<file path="src/rtl/mdiv_unit_pkg.sv">
// Shared constants, FSM encoding and helpers for the iterative divider.
// Signed support is compiled in by the MDIV_SIGNED_EN macro.
package mdiv_unit_pkg;

  localparam int unsigned OpWidth     = 32;
  localparam int unsigned ResultWidth = 64;
  localparam int unsigned DivIters    = 32;
  localparam int unsigned CntWidth    = 6;

  localparam logic Enable = 1'b1;
  localparam logic Stop   = 1'b0;

  typedef enum logic [1:0] {
    StFree   = 2'b00,
    StByZero = 2'b01,
    StOn     = 2'b10,
    StEnd    = 2'b11
  } div_state_e;

  function automatic logic [OpWidth-1:0] cond_neg(input logic neg, input logic [OpWidth-1:0] val);
    return neg ? ((~val) + OpWidth'(1)) : val;
  endfunction

endpackage

</file>
<file path="src/rtl/mdiv_unit_if.sv">
// EX-stage <-> divider handshake bundle. master = pipeline side, slave = divider.
interface mdiv_unit_if;

  logic                                    start;
  logic                                    annul;
  logic                                    signed_div;
  logic [mdiv_unit_pkg::OpWidth-1:0]       opdata1;
  logic [mdiv_unit_pkg::OpWidth-1:0]       opdata2;
  logic [mdiv_unit_pkg::ResultWidth-1:0]   result;
  logic                                    ready;
  logic                                    stall_req;

  modport master (
    output start, annul, signed_div, opdata1, opdata2,
    input  result, ready, stall_req
  );

  modport slave (
    input  start, annul, signed_div, opdata1, opdata2,
    output result, ready, stall_req
  );

endinterface

</file>
<file path="src/rtl/mdiv_unit.sv">
// Multi-cycle restoring divider: 32 shift-subtract steps, result = {remainder, quotient}.
// Define MDIV_SIGNED_EN to honour signed_div; otherwise every operation is unsigned.
module mdiv_unit
  import mdiv_unit_pkg::*;
(
  input logic        clk,
  input logic        rst,
  mdiv_unit_if.slave bus
);

  div_state_e                 state_q, state_d;
  logic [CntWidth-1:0]        cnt_q, cnt_d;
  logic [2*OpWidth:0]         work_q, work_d;
  logic [OpWidth-1:0]         divisor_q, divisor_d;
  logic [ResultWidth-1:0]     result_q, result_d;
  logic                       ready_q, ready_d;

  logic [OpWidth:0]           diff;
  logic [OpWidth-1:0]         op1_mag, op2_mag, quot_fin, rem_fin;

`ifdef MDIV_SIGNED_EN
  logic                       neg_quot_q, neg_quot_d;
  logic                       neg_rem_q, neg_rem_d;
`else
  logic                       unused_signed_div;
  assign unused_signed_div = bus.signed_div;
`endif

  always_comb begin
    state_d   = state_q;
    cnt_d     = cnt_q;
    work_d    = work_q;
    divisor_d = divisor_q;
    result_d  = result_q;
    ready_d   = ready_q;

    diff = {1'b0, work_q[63:32]} - {1'b0, divisor_q};

`ifdef MDIV_SIGNED_EN
    neg_quot_d = neg_quot_q;
    neg_rem_d  = neg_rem_q;
    op1_mag    = cond_neg(bus.signed_div & bus.opdata1[31], bus.opdata1);
    op2_mag    = cond_neg(bus.signed_div & bus.opdata2[31], bus.opdata2);
    quot_fin   = cond_neg(neg_quot_q, work_q[31:0]);
    rem_fin    = cond_neg(neg_rem_q, work_q[64:33]);
`else
    op1_mag    = bus.opdata1;
    op2_mag    = bus.opdata2;
    quot_fin   = work_q[31:0];
    rem_fin    = work_q[64:33];
`endif

    unique case (state_q)
      StFree: begin
        ready_d = Stop;
        if (bus.start && !bus.annul) begin
          if (bus.opdata2 == '0) begin
            state_d = StByZero;
          end else begin
            state_d   = StOn;
            cnt_d     = '0;
            work_d    = {{OpWidth{1'b0}}, op1_mag, 1'b0};
            divisor_d = op2_mag;
`ifdef MDIV_SIGNED_EN
            neg_quot_d = bus.signed_div & (bus.opdata1[31] ^ bus.opdata2[31]);
            neg_rem_d  = bus.signed_div & bus.opdata1[31];
`endif
          end
        end
      end
      StByZero: begin
        result_d = '0;
        state_d  = StEnd;
      end
      StOn: begin
        if (cnt_q == CntWidth'(DivIters)) begin
          result_d = {rem_fin, quot_fin};
          state_d  = StEnd;
        end else begin
          // Keep the shifted partial remainder only when the trial subtract went negative.
          if (diff[OpWidth]) begin
            work_d = {work_q[63:0], 1'b0};
          end else begin
            work_d = {diff[31:0], work_q[31:0], 1'b1};
          end
          cnt_d = cnt_q + CntWidth'(1);
        end
      end
      StEnd: begin
        if (bus.start) begin
          ready_d = Enable;
        end else begin
          ready_d = Stop;
          state_d = StFree;
        end
      end
      default: state_d = StFree;
    endcase

    if (bus.annul) begin
      state_d = StFree;
      ready_d = Stop;
      cnt_d   = '0;
    end
  end

  always_ff @(posedge clk) begin
    if (rst) begin
      state_q    <= StFree;
      cnt_q      <= '0;
      work_q     <= '0;
      divisor_q  <= '0;
      result_q   <= '0;
      ready_q    <= Stop;
`ifdef MDIV_SIGNED_EN
      neg_quot_q <= 1'b0;
      neg_rem_q  <= 1'b0;
`endif
    end else begin
      state_q    <= state_d;
      cnt_q      <= cnt_d;
      work_q     <= work_d;
      divisor_q  <= divisor_d;
      result_q   <= result_d;
      ready_q    <= ready_d;
`ifdef MDIV_SIGNED_EN
      neg_quot_q <= neg_quot_d;
      neg_rem_q  <= neg_rem_d;
`endif
    end
  end

  assign bus.result    = result_q;
  assign bus.ready     = ready_q;
  assign bus.stall_req = bus.start & ~ready_q & ~bus.annul;

endmodule

</file>
<file path="src/flat_wrapper.sv">
// flat-port wrapper written by rule: the top's interface ports become plain ports
module mdiv_unit_flat import mdiv_unit_pkg::*;
  (clk, rst, bus_start, bus_annul, bus_signed_div, bus_opdata1, bus_opdata2, bus_result, bus_ready, bus_stall_req);
  mdiv_unit_if bus_i ();
  input logic clk;
  input logic rst;
  input wire logic [$bits(bus_i.start)-1:0] bus_start;
  input wire logic [$bits(bus_i.annul)-1:0] bus_annul;
  input wire logic [$bits(bus_i.signed_div)-1:0] bus_signed_div;
  input wire logic [$bits(bus_i.opdata1)-1:0] bus_opdata1;
  input wire logic [$bits(bus_i.opdata2)-1:0] bus_opdata2;
  output wire logic [$bits(bus_i.result)-1:0] bus_result;
  output wire logic [$bits(bus_i.ready)-1:0] bus_ready;
  output wire logic [$bits(bus_i.stall_req)-1:0] bus_stall_req;
  assign bus_i.start = bus_start;
  assign bus_i.annul = bus_annul;
  assign bus_i.signed_div = bus_signed_div;
  assign bus_i.opdata1 = bus_opdata1;
  assign bus_i.opdata2 = bus_opdata2;
  assign bus_result = bus_i.result;
  assign bus_ready = bus_i.ready;
  assign bus_stall_req = bus_i.stall_req;
  mdiv_unit u_core (.clk(clk), .rst(rst), .bus(bus_i));
endmodule
</file>
<file path="config.mk">
export PLATFORM = sky130hd
export DESIGN_NAME = mdiv_unit_flat
export DESIGN_NICKNAME = d
export VERILOG_FILES = /design/src/rtl/mdiv_unit_pkg.sv /design/src/rtl/mdiv_unit_if.sv /design/src/rtl/mdiv_unit.sv /design/src/flat_wrapper.sv
export SDC_FILE = /design/constraint.sdc
export NUM_CORES = 1
export LEC_CHECK = 0
export CORE_ASPECT_RATIO = 1.75
export CORE_MARGIN = 2
export CORE_UTILIZATION = 54
export DETAILED_ROUTE_END_ITERATION = 8
export MAX_ROUTING_LAYER = met4
export PLACE_DENSITY = 0.8
export SYNTH_ARGS = -nofsm -noshare
export SYNTH_HDL_FRONTEND = slang
export SYNTH_SLANG_ARGS = --single-unit
</file>
<file path="constraint.sdc">
create_clock -name clk -period 3.3 [get_ports clk]
set_input_delay 0.99 -clock clk [delete_from_list [all_inputs] [get_ports clk]]
set_output_delay 0.99 -clock clk [all_outputs]
set_load 0.01 [all_outputs]
</file>
==> qor.txt, run 1 <==
post-route clock period utilization: 98.0%
Core ar.: 15800 µm²
fin crit period: 3.23 ns
DR top layer: met4
Max IR drop VDD: 0.346 mV
# hold bufs at CTS: 0
routed wire length: 23500 µm
sequential area share after synthesis: 39.3%
H-tree Lvls: 4
Synth top area share: 39.3%
worst hold margin: 0.450 ns
Worst setup SP type: input port
Post-Syn Area: 8660 µm²
initial core utilization: 54.8%
WL met2: 12500 µm
Synth Flop Type: dfxtp_1
GP Congestion: 0.976
RSZ-0062 raised after global routing: no
Worst Tran Pin Value: 1.05 ns
vias per cell: 5.77
Antenna diodes: 0
drt first pass iters: 8
Hold WC Path Type: flop to flop
DR vias: 8059
Post-Syn Instances: 1054
total chip power: 5.29 mW
cts bufs inserted: 17
Setup Crit Path Kind: input port to output port
status: completed
Ys Warns: 0
CTS Buffer Depth: 2
# DRC: 0
top post-synthesis cells by area: dfxtp_1 39%, mux2i_1 9.0%, a21oi_1 5.9%
Ports: 135
Worst EP arrival: 2.24 ns
final setup margin: 0.0672 ns
Net Count, Synth: 1162
commonest cells in the netlist: 170 x dfxtp_1, 124 x nand2_1, 102 x a21oi_1
#FFs+latches synth: 170
clock slew at reported path FFs: 0.07 ns
vias in the first global route: 8033
per-cell routed wire length: 16.8 µm
TritonCTS clock tree: done
initial antenna violation count: 0
Rel. slew slack: 29.9%
Die Y: 171 µm
met3 WL: 1150 µm
count leader, synth: dfxtp_1
P_leak: 4.33 nW
Die W: 99.7 µm
post-synthesis async set-or-reset flop share: 0%
largest net degree at the start of global routing: 86
post-synth cell types: 64
die footprint: 17100 µm²
Clock Skew: 0.0124 ns
CP endpoint kind: output port
layout cells sized above 1: 9.11%
PwrDens: 477 nW/µm²
Setup-failing EPs final: 0
Final #Nets: 1302
Max Fclk: 309 MHz
antenna violation net count after detailed routing: 0
TritonCTS Sinks: 170
Port Buffers: 133
Pins Over Slew Limit: 0
pre-CTS setup slack: -0.397 ns
GR Overflow Total: 0
area leader, netlist: dfxtp_1
DP Area: 10500 µm²
Root Driver: clkbuf_16
Total GRT Usage: 28.6%
first-pass GRT wire length: 38200 µm
Layout area overhead: 28.2%
Fin. Hold Viols: 0
CP max FO: 3
Site Rows: 61
Metal-1 WL: 8950 µm
Skew-Pair Late Insertion Delay: 0.43 ns
post-DP HPWL: 17000 µm
Max Cap Viol: 0
setup TNS: 0 ns
Avg Inst Size Synth: 8.21 µm²
number of synthesized flops with an enable pin: 0
CP required: 2.31 ns
fin area: 11100 µm²
DR iter-0 viols: 409
[routing by layer]
layer / GRT usage [%] / vias up
met3: 5.28 / 61
met5: - / -
met4: 14.7 / 0
met2: 51.0 / 243
li1: - / 3996
met1: 29.7 / 3759
[kinds of logic (layout without fill, tap and decap cells)]
family	Yosys count	in the layout	share of synthesized area (%)
buffers and inverters	116	269	5.52
AO/OA/AOI/OAI	240	240	17.3
multiplexers	78	78	9.02
AND/OR/NAND/NOR	380	380	19.9
XOR/XNOR	31	31	3.14
flip-flops	170	170	39.3
adder cells (fa/ha/maj)	39	39	5.72
[sequential cells by signal, summed over array words and instances (netlist names)]
signal,count
u_core.bus.ready,1
u_core.cnt_q,6
u_core.divisor_q,32
u_core.work_q,65
u_core.bus.result,64
u_core.state_q,2
[power by group]
| group | total (mW) | internal [mW] | switching, mW |
|---|---|---|---|
| Clock | 2.04 | 1.14 | 0.902 |
| Combinational | 1.05 | 0.467 | 0.588 |
| Sequential | 2.20 | 2.13 | 0.0615 |
[worst paths after layout]
path | startpoint | end | slack, ns | depth (start not counted)
max reg2reg | u_core.work_q[32] | u_core.work_q[52] | 0.16 | 13
min reg2reg | u_core.bus.result[44] | u_core.bus.result[44] | 0.45 | 2
min | u_core.bus.result[44] | u_core.bus.result[44] | 0.45 | 2
max | bus_start | bus_stall_req | 0.07 | 4
[placed cells by master (no fill, tap or decap), types with 4 or more instances in the layout]
cell             netlist  routed
buf_12                 0       8
o21ai_0               36      36
a32oi_1                7       7
xnor2_1               17      17
o21ai_1                6       6
inv_6                  0       5
a21oi_1              102     101
mux2i_1               78      78
nand4_1               10      10
clkbuf_16              0      17
nor4_1                13      13
ha_1                  38      37
clkdlybuf4s50_1        0     132
a211oi_1              36      35
a21o_1                14      14
nand2b_1               6       5
inv_1                 46      46
nor3_1                14      14
o21a_1                 4       4
buf_4                  3      50
a31oi_1                4       4
nand3_1               89      89
dfxtp_1              170     170
nand2_1              124     123
or2_2                  4       4
nor2b_1                6       6
nor2_1                95      93
xor2_1                14      14
[through the flow]
stage,std cells,util (%)
after CTS,1395,70.1
final,1396,70.2
after floorplan,1054,-
after detailed placement,1363,66.3
after global routing,1396,70.2
after global placement,1363,66.3
[worst max-delay path, stage by stage]
cell	delay (ns)
clkdlybuf4s50_1	0.51
nand2b_1	0.12
nor2_1	0.10
clkdlybuf4s50_1	0.53
[final cells by class]
class                           instances  area, µm²
Clock buffer                           19        433
Clock inverter                         13        155
Fill cell                            1261       4700
Inverter                               46        173
Multi-Input combinational cell        768       4830
Sequential cell                       170       3400
Tap cell                              189        236
Timing Repair Buffer                  191       1870
[what timing repair did]
item                                    in CTS  in global routing
endpoints found under the setup margin       0                 28
gates resized for setup                      0                  4
buffers inserted                             0                  1
Power figures use the tool's default switching activity.
==> inputs of run 2 (changes only) <==
CAP_MARGIN = 5   (was default)
CORE_ASPECT_RATIO = 1.25   (was 1.75)
==> run 2 against run 1 <==
Compared with the run above: combinational power is essentially flat; global-route usage shrank 0.25 points; critical path depth is the same; clock-buffer cell count shrank 2; utilization grew 1.1 points; worst setup slack gained 0.031 ns; first-iteration DRC count grew 28%; sequential power is essentially flat; critical path type unchanged; largest power group unchanged.
==> qor.txt, run 2 (synthesis results as in run 1) <==
H-tree Lvls: 4
Worst Tran Pin Value: 0.827 ns
Setup Crit Path Kind: input port to output port
Clock Skew: 0.0271 ns
CP endpoint kind: output port
most frequent cells in the layout: 170 x dfxtp_1, 132 x clkdlybuf4s50_1, 123 x nand2_1
Site Rows: 51
Final #Nets: 1304
routed wire length: 23100 µm
per-cell routed wire length: 16.2 µm
Max Cap Viol: 0
Setup Buffers After CTS: 0
Fin. Hold Viols: 0
drt first pass iters: 4
Hold WC Path Type: flop to flop
CP max FO: 3
Core ar.: 15600 µm²
TritonCTS Sinks: 170
cts bufs inserted: 17
CP required: 2.31 ns
# DRC: 0
status: completed
Hold Path Stages: 2
Max Fclk: 312 MHz
Die W: 117 µm
most common cell after layout, fill and taps aside: dfxtp_1
Total GRT Usage: 28.3%
P_leak: 4.35 nW
Die Y: 146 µm
PwrDens: 469 nW/µm²
Root Driver: clkbuf_16
Setup-failing EPs final: 0
Largest register FFs: 65
antenna violation net count after detailed routing: 0
Layout area overhead: 28.7%
Reg2Reg Depth: 14
initial core utilization: 55.4%
largest net degree at the start of global routing: 88
Rel. slew slack: 44.9%
Ports: 135
post-route clock period utilization: 97.0%
DR vias: 8116
fin crit period: 3.20 ns
Biggest register: u_core.work_q
TritonCTS clock tree: done
DR iter-0 viols: 524
Worst setup SP type: input port
clock slew at reported path FFs: 0.06 ns
Skew-Pair Late Insertion Delay: 0.45 ns
Antenna diodes: 0
pre-CTS setup slack: -0.231 ns
final core utilization: 71.3%
Port Buffers: 133
vias in the first global route: 8167
initial antenna violation count: 0
vias per cell: 5.71
GR Overflow Total: 0
GP Congestion: 1.03
total chip power: 5.22 mW
first-pass GRT wire length: 38000 µm
post-DP HPWL: 16600 µm
Pins Over Slew Limit: 0
Worst EP arrival: 2.21 ns
Max IR drop VDD: 0.382 mV
layout cells sized above 1: 9.35%
final setup margin: 0.0984 ns
CTS Buffer Depth: 2
die footprint: 17100 µm²
[run 2: repair_timing]
action | in CTS | in global routing
endpoints found under the setup margin | 0 | 16
hold buffers | 0 | 0
gates resized for setup | 0 | 1
[run 2: layer usage]
metal	vias to the layer above	wire, µm	track usage (%)
met2	236	11800	49.2
li1	3997	-	-
met3	45	1400	6.41
met1	3838	9200	30.8
met4	0	647	11.2
met5	-	0	-
[run 2: final timing paths]
path	start	to	slack, ns
worst max-delay path	bus_start	bus_stall_req	0.1
worst min-delay path	u_core.bus.result[51]	u_core.bus.result[51]	0.45
worst max register to register	u_core.work_q[32]	u_core.work_q[42]	0.16
worst min register to register	u_core.bus.result[51]	u_core.bus.result[51]	0.45
[run 2: power by group]
group          internal (mW)  total [mW]  switching [mW]  leakage, nW
Sequential              2.13        2.19          0.0593         1.38
Clock                   1.02        1.99           0.964        0.288
Combinational          0.464        1.05           0.581         2.68
[run 2: final cells by class]
cell class / instances / area [µm²]
multi-input combinational: 768 / 4820
fill: 1222 / 4490
sequential: 170 / 3400
timing repair buffer: 193 / 1890
clock buffer: 17 / 425
tap: 212 / 265
inverter: 46 / 173
clock inverter: 15 / 168
[run 2: worst max-delay path, cell delays in order]
cell	delay (ns)
clkdlybuf4s50_1	0.50
nand2b_1	0.10
nor2_1	0.09
clkdlybuf4s50_1	0.53
[run 2: stage by stage]
stage	std cells	area [µm²]	setup TNS, ns	hold WS [ns]
2_1_floorplan	1054	8660	0	0.448
3_3_place_gp	1389	10500	-7.81	0.439
3_5_place_dp	1389	10500	-11.01	0.445
4_1_cts	1421	11100	0	0.453
5_1_grt	1421	11100	-0.142	0.472
6_report	1421	11100	0	0.448
